### config.mk
export PLATFORM = sky130hd
export DESIGN_NAME = mem_access_unit
export DESIGN_NICKNAME = d
export VERILOG_FILES = /design/src/rtl/mem_access_unit.sv
export SDC_FILE = /design/constraint.sdc
export NUM_CORES = 1
export LEC_CHECK = 0
export ABC_AREA = 1
export CORE_ASPECT_RATIO = 0.7
export CORE_MARGIN = 5
export CORE_UTILIZATION = 41
export DETAILED_ROUTE_END_ITERATION = 6
export GPL_TIMING_DRIVEN = 0
export PLACE_DENSITY = 0.8
export SKIP_LAST_GASP = 1
export SYNTH_ARGS = -nofsm -noshare
export SYNTH_HDL_FRONTEND = slang
export SYNTH_SLANG_ARGS = --single-unit
### constraint.sdc
create_clock -name clk -period 2.9 [get_ports clk]
set_input_delay 0.29 -clock clk [delete_from_list [all_inputs] [get_ports clk]]
set_output_delay 0.29 -clock clk [all_outputs]
set_load 0.01 [all_outputs]
### src/rtl/mem_access_unit.sv
// mem_access_unit: byte/halfword/word load-store front-end over a word-organised data memory.
// Misaligned-access trapping is optional and enabled by defining MISALIGN_TRAP_EN.
module mem_access_unit (
    input  logic        clk,
    input  logic        rst,
    input  logic        req_valid,
    input  logic        req_we,
    input  logic [1:0]  req_size,
    input  logic        req_unsigned,
    input  logic [31:0] req_addr,
    input  logic [31:0] req_wdata,
    input  logic [4:0]  req_rd,
    input  logic        req_regwrite,
    output logic        stall,
    output logic        mem_write,
    output logic [15:0] mem_addr,
    output logic [31:0] mem_wdata,
    input  logic [31:0] mem_rdata,
    output logic        wb_valid,
    output logic        wb_regwrite,
    output logic [4:0]  wb_rd,
    output logic [31:0] wb_data,
    output logic        misalign_err
);

    typedef enum logic [0:0] {
        IDLE   = 1'b0,
        RMW_WR = 1'b1
    } state_t;

    state_t      state_r, state_nx_s;
    logic [15:0] addr_r;
    logic [31:0] merged_r;
    logic [4:0]  rd_r;

    logic [15:0] word_addr_s;
    logic [1:0]  boff_s;
    logic        misal_s;
    logic        is_load_s;
    logic        is_wstore_s;
    logic        is_sstore_s;
    logic        unused_s;

    assign unused_s = ^req_addr[31:18];

    // Select the addressed lane and sign/zero-extend it; size 11 behaves as word.
    function automatic logic [31:0] load_extend(input logic [31:0] word, input logic [1:0] size,
                                                input logic [1:0] boff, input logic uns);
        logic [7:0]  b;
        logic [15:0] h;
        logic [31:0] r;
        case (boff)
            2'd0:    b = word[7:0];
            2'd1:    b = word[15:8];
            2'd2:    b = word[23:16];
            2'd3:    b = word[31:24];
            default: b = word[7:0];
        endcase
        h = boff[1] ? word[31:16] : word[15:0];
        case (size)
            2'b00:   r = uns ? {24'd0, b} : {{24{b[7]}}, b};
            2'b01:   r = uns ? {16'd0, h} : {{16{h[15]}}, h};
            default: r = word;
        endcase
        return r;
    endfunction

    // Replace the target lane of the old word with the right-aligned store data.
    function automatic logic [31:0] store_merge(input logic [31:0] old, input logic [31:0] wdata,
                                                input logic [1:0] size, input logic [1:0] boff);
        logic [31:0] r;
        r = old;
        case (size)
            2'b00: begin
                case (boff)
                    2'd0:    r[7:0]   = wdata[7:0];
                    2'd1:    r[15:8]  = wdata[7:0];
                    2'd2:    r[23:16] = wdata[7:0];
                    2'd3:    r[31:24] = wdata[7:0];
                    default: r[7:0]   = wdata[7:0];
                endcase
            end
            2'b01: begin
                if (boff[1]) begin
                    r[31:16] = wdata[15:0];
                end else begin
                    r[15:0] = wdata[15:0];
                end
            end
            default: r = wdata;
        endcase
        return r;
    endfunction

`ifdef MISALIGN_TRAP_EN
    function automatic logic is_misaligned(input logic [1:0] size, input logic [1:0] boff);
        logic m;
        case (size)
            2'b00:   m = 1'b0;
            2'b01:   m = boff[0];
            default: m = (boff != 2'b00);
        endcase
        return m;
    endfunction
`endif

    // Request decode into mutually exclusive access classes.
    always_comb begin
        word_addr_s = req_addr[17:2];
        boff_s      = req_addr[1:0];
`ifdef MISALIGN_TRAP_EN
        misal_s     = req_valid & is_misaligned(req_size, boff_s);
`else
        misal_s     = 1'b0;
`endif
        is_load_s   = req_valid & ~misal_s & ~req_we;
        is_wstore_s = req_valid & ~misal_s & req_we & req_size[1];
        is_sstore_s = req_valid & ~misal_s & req_we & ~req_size[1];
    end

    // Next state and memory-side outputs; only state, req_* and latched registers feed these.
    always_comb begin
        state_nx_s = state_r;
        stall      = 1'b0;
        mem_write  = 1'b0;
        mem_addr   = word_addr_s;
        mem_wdata  = req_wdata;
        case (state_r)
            IDLE: begin
                if (is_sstore_s) begin
                    stall      = 1'b1;
                    state_nx_s = RMW_WR;
                end else if (is_wstore_s) begin
                    mem_write  = 1'b1;
                    state_nx_s = IDLE;
                end else begin
                    state_nx_s = IDLE;
                end
            end
            RMW_WR: begin
                mem_addr   = addr_r;
                mem_wdata  = merged_r;
                mem_write  = 1'b1;
                state_nx_s = IDLE;
            end
            default: state_nx_s = IDLE;
        endcase
    end

    // State, RMW latches and the registered MEM/WB outputs.
    always_ff @(posedge clk or posedge rst) begin
        if (rst) begin
            state_r      <= IDLE;
            addr_r       <= 16'd0;
            merged_r     <= 32'd0;
            rd_r         <= 5'd0;
            wb_valid     <= 1'b0;
            wb_regwrite  <= 1'b0;
            wb_rd        <= 5'd0;
            wb_data      <= 32'd0;
            misalign_err <= 1'b0;
        end else begin
            state_r      <= state_nx_s;
            wb_valid     <= 1'b0;
            wb_regwrite  <= 1'b0;
            wb_rd        <= 5'd0;
            wb_data      <= 32'd0;
            misalign_err <= 1'b0;
            case (state_r)
                IDLE: begin
                    if (misal_s) begin
                        wb_valid     <= 1'b1;
                        wb_rd        <= req_rd;
                        misalign_err <= 1'b1;
                    end else if (is_load_s) begin
                        wb_valid    <= 1'b1;
                        wb_regwrite <= req_regwrite;
                        wb_rd       <= req_rd;
                        wb_data     <= load_extend(mem_rdata, req_size, boff_s, req_unsigned);
                    end else if (is_wstore_s) begin
                        wb_valid <= 1'b1;
                        wb_rd    <= req_rd;
                    end else if (is_sstore_s) begin
                        addr_r   <= word_addr_s;
                        merged_r <= store_merge(mem_rdata, req_wdata, req_size, boff_s);
                        rd_r     <= req_rd;
                    end else begin
                        wb_valid <= 1'b0;
                    end
                end
                RMW_WR: begin
                    wb_valid <= 1'b1;
                    wb_rd    <= rd_r;
                end
                default: wb_valid <= 1'b0;
            endcase
        end
    end

endmodule

# Word level (Yosys, flattened, before mapping)
# Index checks and enable logic that the tools add are counted.
[word_totals] inputBits=109 output_inout_bits=90 reg_bits=93 word_cells=53
[classes] bitwise=9 n_reduce_logical=3 mux=29 n_eq_ne=4
[op_table] cell="two-way mux 32 bit" count=5
[op_table] cell="one-hot mux 32 bit (2 select lines)" count=2
[op_table] cell="two-way mux 16 bit" count=4
[op_table] cell="two-way mux 8 bit" count=4
[op_table] cell="one-hot mux 8 bit (4 select lines)" count=1
[op_table] cell="two-way mux 5 bit" count=2
[op_table] cell="one-hot mux 5 bit (2 select lines)" count=1
[op_table] cell="two-way mux 1 bit" count=7
[op_table] cell="one-hot mux 1 bit (2 select lines)" count=3
[op_table] cell="NOT 1 bit" count=5
[op_table] cell="bitwise AND 1 bit" count=4
[op_table] cell="== test 2 x 1 -> 1 bit, second input constant" count=2
[op_table] cell="== test 2 bit, second input constant" count=2
[op_table] cell="zero test 2 bit" count=2
[op_table] cell="AND reduction 4 bit" count=1

# Longest topological paths before layout
# Gate-level depths: netlist (run 1).
[logic_depth] depth_word=6 ltp_mapped=9 depth_no_buf=8

# Least setup slack after synthesis (run 1)
# OpenSTA, ideal clock, no wires.
[synth_timing] kind="reg2out" startpoint="reg state_r" endpoint="out mem_addr[3]" stages_incl_launch_ff=5 arrival_ns=1.091 required_ns=2.610 slack_ns=1.519 path_buffers=2 cell_sequence="dfrtp_1 > buf_2 > buf_1 > nand2_1 > o21ai_0"
[synth_between] elab_chain_len=1
[synth_lines] item="from (decl)" line_no="31" text="state_t state_r, state_nx_s;"
[synth_lines] item="from (signal assigned)" line_no="163" text="state_r <= state_nx_s;"
[synth_lines] item="two-way mux 16 bit" line_no="128" text="case (state_r)"
[synth_lines] item="to (decl)" line_no="16" text="output logic [15:0] mem_addr,"
# No other way between the ends.

# Final worst setup path (run 1)
[layout_timing] startpoint="reg state_r" endpoint="out mem_wdata[9]"
[layout_between] elab_chain_len=1
[layout_lines] item="two-way mux 32 bit" line_no="128"
[layout_lines] item="to (decl)" line_no="17" text="output logic [31:0] mem_wdata,"
# No other way between the ends.

==> results.json, run 1 <==
{
  "peakVddDrop_uv": 268,
  "final_area_um2": 7700,
  "grt.overflow.total": 0,
  "fin_nets": 1069,
  "syn_nets": 874,
  "maxCapViolCount": 0,
  "power.internal_mw": 2.49,
  "critPathLaunchType": "flop",
  "dr_total_vias": 6084,
  "setup_violations": 0,
  "seq_power_share_pct": 42.3,
  "tightestPinTransition_ps": 642,
  "yosys_warnings": 0,
  "track_usage_pct": 26.1,
  "leakagePower_nw": 3.63,
  "yosysSeqAreaShare_pct": 43.7,
  "syn_area_per_cell_um2": 6.96,
  "dp_hpwl_um": 15600,
  "cts_buffer_depth": 2,
  "slew_violations": 0,
  "clockRootBuffer": "clkbuf_16",
  "htreeDepth": 3,
  "min_path_type": "input pin to asynchronous set/reset pin",
  "pwr-share-clk_pct": 32.6,
  "cts_tree": "yes",
  "place_inst": 1111,
  "drive_gt1_share_pct": 6.11,
  "holdWs_ps": 306,
  "synth.distinct_cells": 30,
  "drc": 0,
  "avgViaCountPerCell": 5.40,
  "ys_seq_elements": 93,
  "drt-initial-drc-count": 680,
  "p_comb_share_pct": 25.1,
  "ant_nets": 0,
  "first_pass_iters": 6,
  "max_clock_freq_mhz": 370,
  "grt_pass1_vias": 5960,
  "wl_per_cell_um": 17.8,
  "dieArea_um2": 15400,
  "worst-setup-path-type": "flop to primary output",
  "numClockSinks": 93,
  "fp.coreArea_um2": 12600,
  "die_y_um": 105,
  "endpoint_kind": "primary output",
  "cts_hold_buf": 0,
  "gp_congestion": 0.994,
  "synth_area_leaders": "dfrtp_1, nand2_1, o21ai_0, inv_1, a21oi_1",
  "routed_wl_um": 20100,
  "relSlewSlack_pct": 56.7,
  "io_pins": 199,
  "fin_util_pct": 61.1,
  "grt_pass1_wl_um": 32100,
  "hold_viol_final": 0,
  "switching_share_pct": 31.4,
  "fp-row-count": 34,
  "cellPowerDensity_nw_per_um2": 471,
  "worstPathRequired_ps": 2610,
  "grt_max_degree": 61,
  "start_util_pct": 42.3,
  "r2r_cells": 5,
  "num_antenna_cells": 0,
  "synthCells": 765,
  "critPathArrivalTime_ps": 2410,
  "cts_buffers": 9,
  "total_power_mw": 3.63,
  "path_clk_slew_ps": 80,
  "finalCritPeriodShare_pct": 93.2,
  "min_period_ps": 2700,
  "placed_area_um2": 7390,
  "yosysTopAreaCellShare_pct": 43.7,
  "p_sw_mw": 1.14,
  "syn_area_um2": 5330,
  "final_cells": 1127,
  "worst-path-max-fanout": 10,
  "status": "finished clean",
  "skew_ps": 7.83,
  "yosys.area.top_type": "dfrtp_1",
  "antenna_found_initial": 0,
  "clk_latency_ps": 350,
  "syn_to_final_growth_pct": 44.5,
  "numPortBuffers": 183,
  "fp.dieW_um": 146,
  "rsz0062_at_grt": "no"
}
-- sequential cells by signal (all words and copies together), names as in the netlist --
register	cells
addr_r	16
merged_r	32
rd_r	5
state_r	1
wb_data	32
wb_rd	5
wb_regwrite	1
wb_valid	1
-- kinds of logic after synthesis --
family,count (synthesis),share of synthesized area (%)
buf+inv,123,9.61
simple gates,359,27.3
flops,93,43.7
compound gates,189,19.3
other cells,1,0.0704
-- per-stage QoR --
stage	TNS [ps]	setup WS, ps
6_report	0	197
5_1_grt	0	33.8
4_1_cts	0	131
3_5_place_dp	0	310
3_3_place_gp	-109440	-1190
2_1_floorplan	0	190
-- layout make-up --
| type | count | area [µm²] |
|---|---|---|
| tap | 162 | 203 |
| buffer | 49 | 235 |
| multi-input combinational | 549 | 2490 |
| inverter | 74 | 280 |
| clock buffer | 9 | 225 |
| timing repair buffer | 184 | 1860 |
| clock inverter | 7 | 78.8 |
| sequential | 93 | 2330 |
| fill | 1149 | 4900 |
-- layer usage --
layer  vias up  GRT usage, %  part of all wire, %
met4         0          6.51                  1.7
met5         -             0                    0
met1      2812          36.8                   44
li1       2863             -                    -
met2       374          39.1                   43
met3        35          8.24                   12
-- worst max-delay path, cell delays in order, from the launching register on --
cell	delay, ps
dfrtp_1	440
buf_2	270
clkbuf_1	510
nand2_1	80
o21ai_0	150
clkdlybuf4s50_1	600
-- power by group through the flow --
stage / registers, mW / logic, mW / clock network, mW
5_1_grt: 1.56 / 1.01 / 1.25
3_5_place_dp: 1.56 / 0.896 / 0
6_report: 1.54 / 0.909 / 1.18
4_1_cts: 1.53 / 0.904 / 1.21
3_3_place_gp: 1.55 / 0.878 / 0
2_1_floorplan: 1.56 / 0.427 / 0
-- synthesized netlist by cell type --
| cell type | n |
|---|---|
| nand2_1 | 274 |
| o21ai_0 | 106 |
| dfrtp_1 | 93 |
| inv_1 | 72 |
| a21oi_1 | 44 |
| nand3_1 | 34 |
| nor2_1 | 34 |
| buf_2 | 22 |
| clkbuf_1 | 18 |
| o211ai_1 | 18 |
| a31oi_1 | 10 |
| nand4_1 | 7 |
| o22ai_1 | 6 |
| buf_1 | 5 |
| nand2_2 | 3 |
| a21oi_2 | 2 |
| buf_4 | 2 |
| buf_6 | 2 |
| inv_2 | 2 |
| and2_1 | 1 |
| conb_1 | 1 |
| nand3_2 | 1 |
| nor2_2 | 1 |
| nor2_4 | 1 |
| nor3_2 | 1 |
| nor3_4 | 1 |
| o211ai_2 | 1 |
| o21ai_1 | 1 |
| o21bai_1 | 1 |
| or2_2 | 1 |
-- cells in the final DEF, fill, tap and decap left out, types with 9 or more instances in the layout --
cell	synthesis	routed
nand2_1	274	274
clkdlybuf4s50_1	0	183
o21ai_0	106	106
dfrtp_1	93	93
inv_1	72	71
a21oi_1	44	44
nor2_1	34	34
nand3_1	34	34
buf_2	22	22
o211ai_1	18	18
clkbuf_1	18	17
a31oi_1	10	10
clkbuf_16	0	9
-- path summary, 6_finish.rpt --
check                             start      endpoint  slack (ps)
setup / recovery                state_r  mem_wdata[9]         200
setup reg to reg                state_r   wb_data[22]        1210
hold / removal                      rst   wb_data[22]         310
min in group clk           req_regwrite   wb_regwrite         460
max in group asynchronous           rst  merged_r[17]        1960
hold reg to reg                 rd_r[2]      wb_rd[2]         480
-- what timing repair did --
| action | 4_1_cts | 5_1_grt |
|---|---|---|
| setup endpoints to repair | 0 | 1 |
| gates resized for setup | 0 | 2 |
| setup buffers | 0 | 0 |
(Power assumes the default switching activity.)
==> inputs of run 2 (changes only) <==
Settings changed: PLACE_DENSITY 0.8 to 0.76.
==> results.json, run 2 (same netlist as run 1, synthesis figures left out) <==
{
  "drive_gt1_share_pct": 6.01,
  "worst-setup-path-type": "flop to primary output",
  "power.internal_mw": 2.48,
  "pwr-share-clk_pct": 32.3,
  "cts_tree": "yes",
  "numClockSinks": 93,
  "clk_latency_ps": 350,
  "cts_buffer_depth": 2,
  "finalCritPeriodShare_pct": 94.3,
  "top_usage_layer": "met2",
  "slew_violations": 0,
  "drc": 0,
  "fp.dieW_um": 146,
  "track_usage_pct": 27.1,
  "p_comb_share_pct": 25.3,
  "clockRootBuffer": "clkbuf_16",
  "min_path_type": "input pin to asynchronous set/reset pin",
  "critPathMaxStageDelay_ps": 600,
  "tightestPinTransition_ps": 701,
  "maxCapViolCount": 0,
  "switching_share_pct": 31.6,
  "critPathArrivalTime_ps": 2440,
  "ant_nets": 0,
  "dieArea_um2": 15400,
  "cellPowerDensity_nw_per_um2": 472,
  "fin_util_pct": 61.0,
  "peakVddDrop_uv": 335,
  "top_regs": "merged_r (32), wb_data (32), addr_r (16)",
  "gp_congestion": 1.00,
  "worst-path-max-fanout": 10,
  "seq_power_share_pct": 42.4,
  "dp_hpwl_um": 16200,
  "htreeDepth": 3,
  "grt_pass1_vias": 5887,
  "grtUsageMet2_pct": 39.6,
  "grt_max_degree": 61,
  "setup_violations": 0,
  "rsz0062_at_grt": "no",
  "min_period_ps": 2730,
  "status": "finished clean",
  "grt_pass1_wl_um": 33100,
  "mostFrequentLayoutCells": "nand2_1, clkdlybuf4s50_1, o21ai_0",
  "die_y_um": 105,
  "grt.overflow.total": 0,
  "final_common_cell": "nand2_1",
  "max_clock_freq_mhz": 366,
  "drt-initial-drc-count": 581,
  "leakagePower_nw": 3.63,
  "cts_hold_buf": 0,
  "fp.coreArea_um2": 12600,
  "hold_viol_final": 0,
  "fin_nets": 1069,
  "cts_buffers": 9,
  "p_sw_mw": 1.15,
  "cts_resized": 0,
  "slowest_stage": "clkdlybuf4s50_1",
  "routed_wl_um": 20900,
  "path_cells": "buf_2, clkbuf_1, nand2_1, o21ai_0, clkdlybuf4s50_1",
  "fp-row-count": 34,
  "avgViaCountPerCell": 5.43,
  "use_met1_pct": 39.2,
  "antenna_found_initial": 0,
  "grtUsageMet3_pct": 7.98,
  "dr_total_vias": 6122,
  "relSlewSlack_pct": 52.8,
  "num_antenna_cells": 0,
  "numPortBuffers": 183,
  "start_util_pct": 42.3,
  "syn_to_final_growth_pct": 44.2,
  "path_clk_slew_ps": 80,
  "io_pins": 199,
  "cts_setup_buffers": 0,
  "endpoint_kind": "primary output",
  "worstPathRequired_ps": 2610,
  "finalSetupTns_ps": 0,
  "critPathLaunchType": "flop",
  "wl_per_cell_um": 18.5,
  "skew_ps": 7.65,
  "first_pass_iters": 5
}
## run 2: cell count changes in the layout (fill, tap and decap cells not counted)
cell,change
clkbuf_1,+1
clkbuf_2,-1
clkinv_4,+1
inv_6,+1
clkinv_8,-2
## run 2: layout make-up
type,count,area [µm²]
inverter,74,280
clock buffer,9,225
buffer,49,234
clock inverter,7,63.8
sequential,93,2330
timing repair buffer,184,1860
multi-input combinational,549,2490
tap,162,203
fill,1154,4910
## run 2: critical path: cells and delay by family, from the launching register on
family / cells / cell delay, ps
compound gates: 1 / 150
buf+inv: 3 / 1390
flops: 1 / 430
simple gates: 1 / 120
## run 2: worst paths after layout
check | startpoint | slack, ps | end | depth (start not counted)
min in group clk | req_regwrite | 480 | wb_regwrite | 3
max in group asynchronous | rst | 1950 | merged_r[3] | 3
worst max-delay path | state_r | 170 | mem_wdata[12] | 5
worst max register to register | state_r | 1180 | wb_data[19] | 5
worst min-delay path | rst | 310 | wb_data[25] | 2
worst min register to register | rd_r[2] | 480 | wb_rd[2] | 2
## run 2: power by group through the flow
stage / clock network, mW / logic, mW / registers (mW)
after floorplan: 0 / 0.427 / 1.56
after global placement: 0 / 0.886 / 1.55
after detailed placement: 0 / 0.903 / 1.56
after CTS: 1.19 / 0.909 / 1.53
after global routing: 1.24 / 1.01 / 1.56
final: 1.17 / 0.916 / 1.54
## run 2: metal layers
| metal | vias up | wire [µm] |
|---|---|---|
| met3 | 32 | 2270 |
| met2 | 349 | 8860 |
| met5 | - | 0 |
| met1 | 2876 | 9390 |
| met4 | 0 | 373 |
| li1 | 2865 | - |
## run 2: metrics by stage
step	hold slack [ps]	instance area [µm²]	power, mW	instances	setup slack [ps]
after CTS	318	7680	3.63	1127	221
after global routing	349	7680	3.80	1127	46.8
after detailed placement	467	7390	2.46	1111	322
final	306	7680	3.62	1127	167
after global placement	464	7360	2.44	1110	-1260
after floorplan	400	5330	1.99	765	190
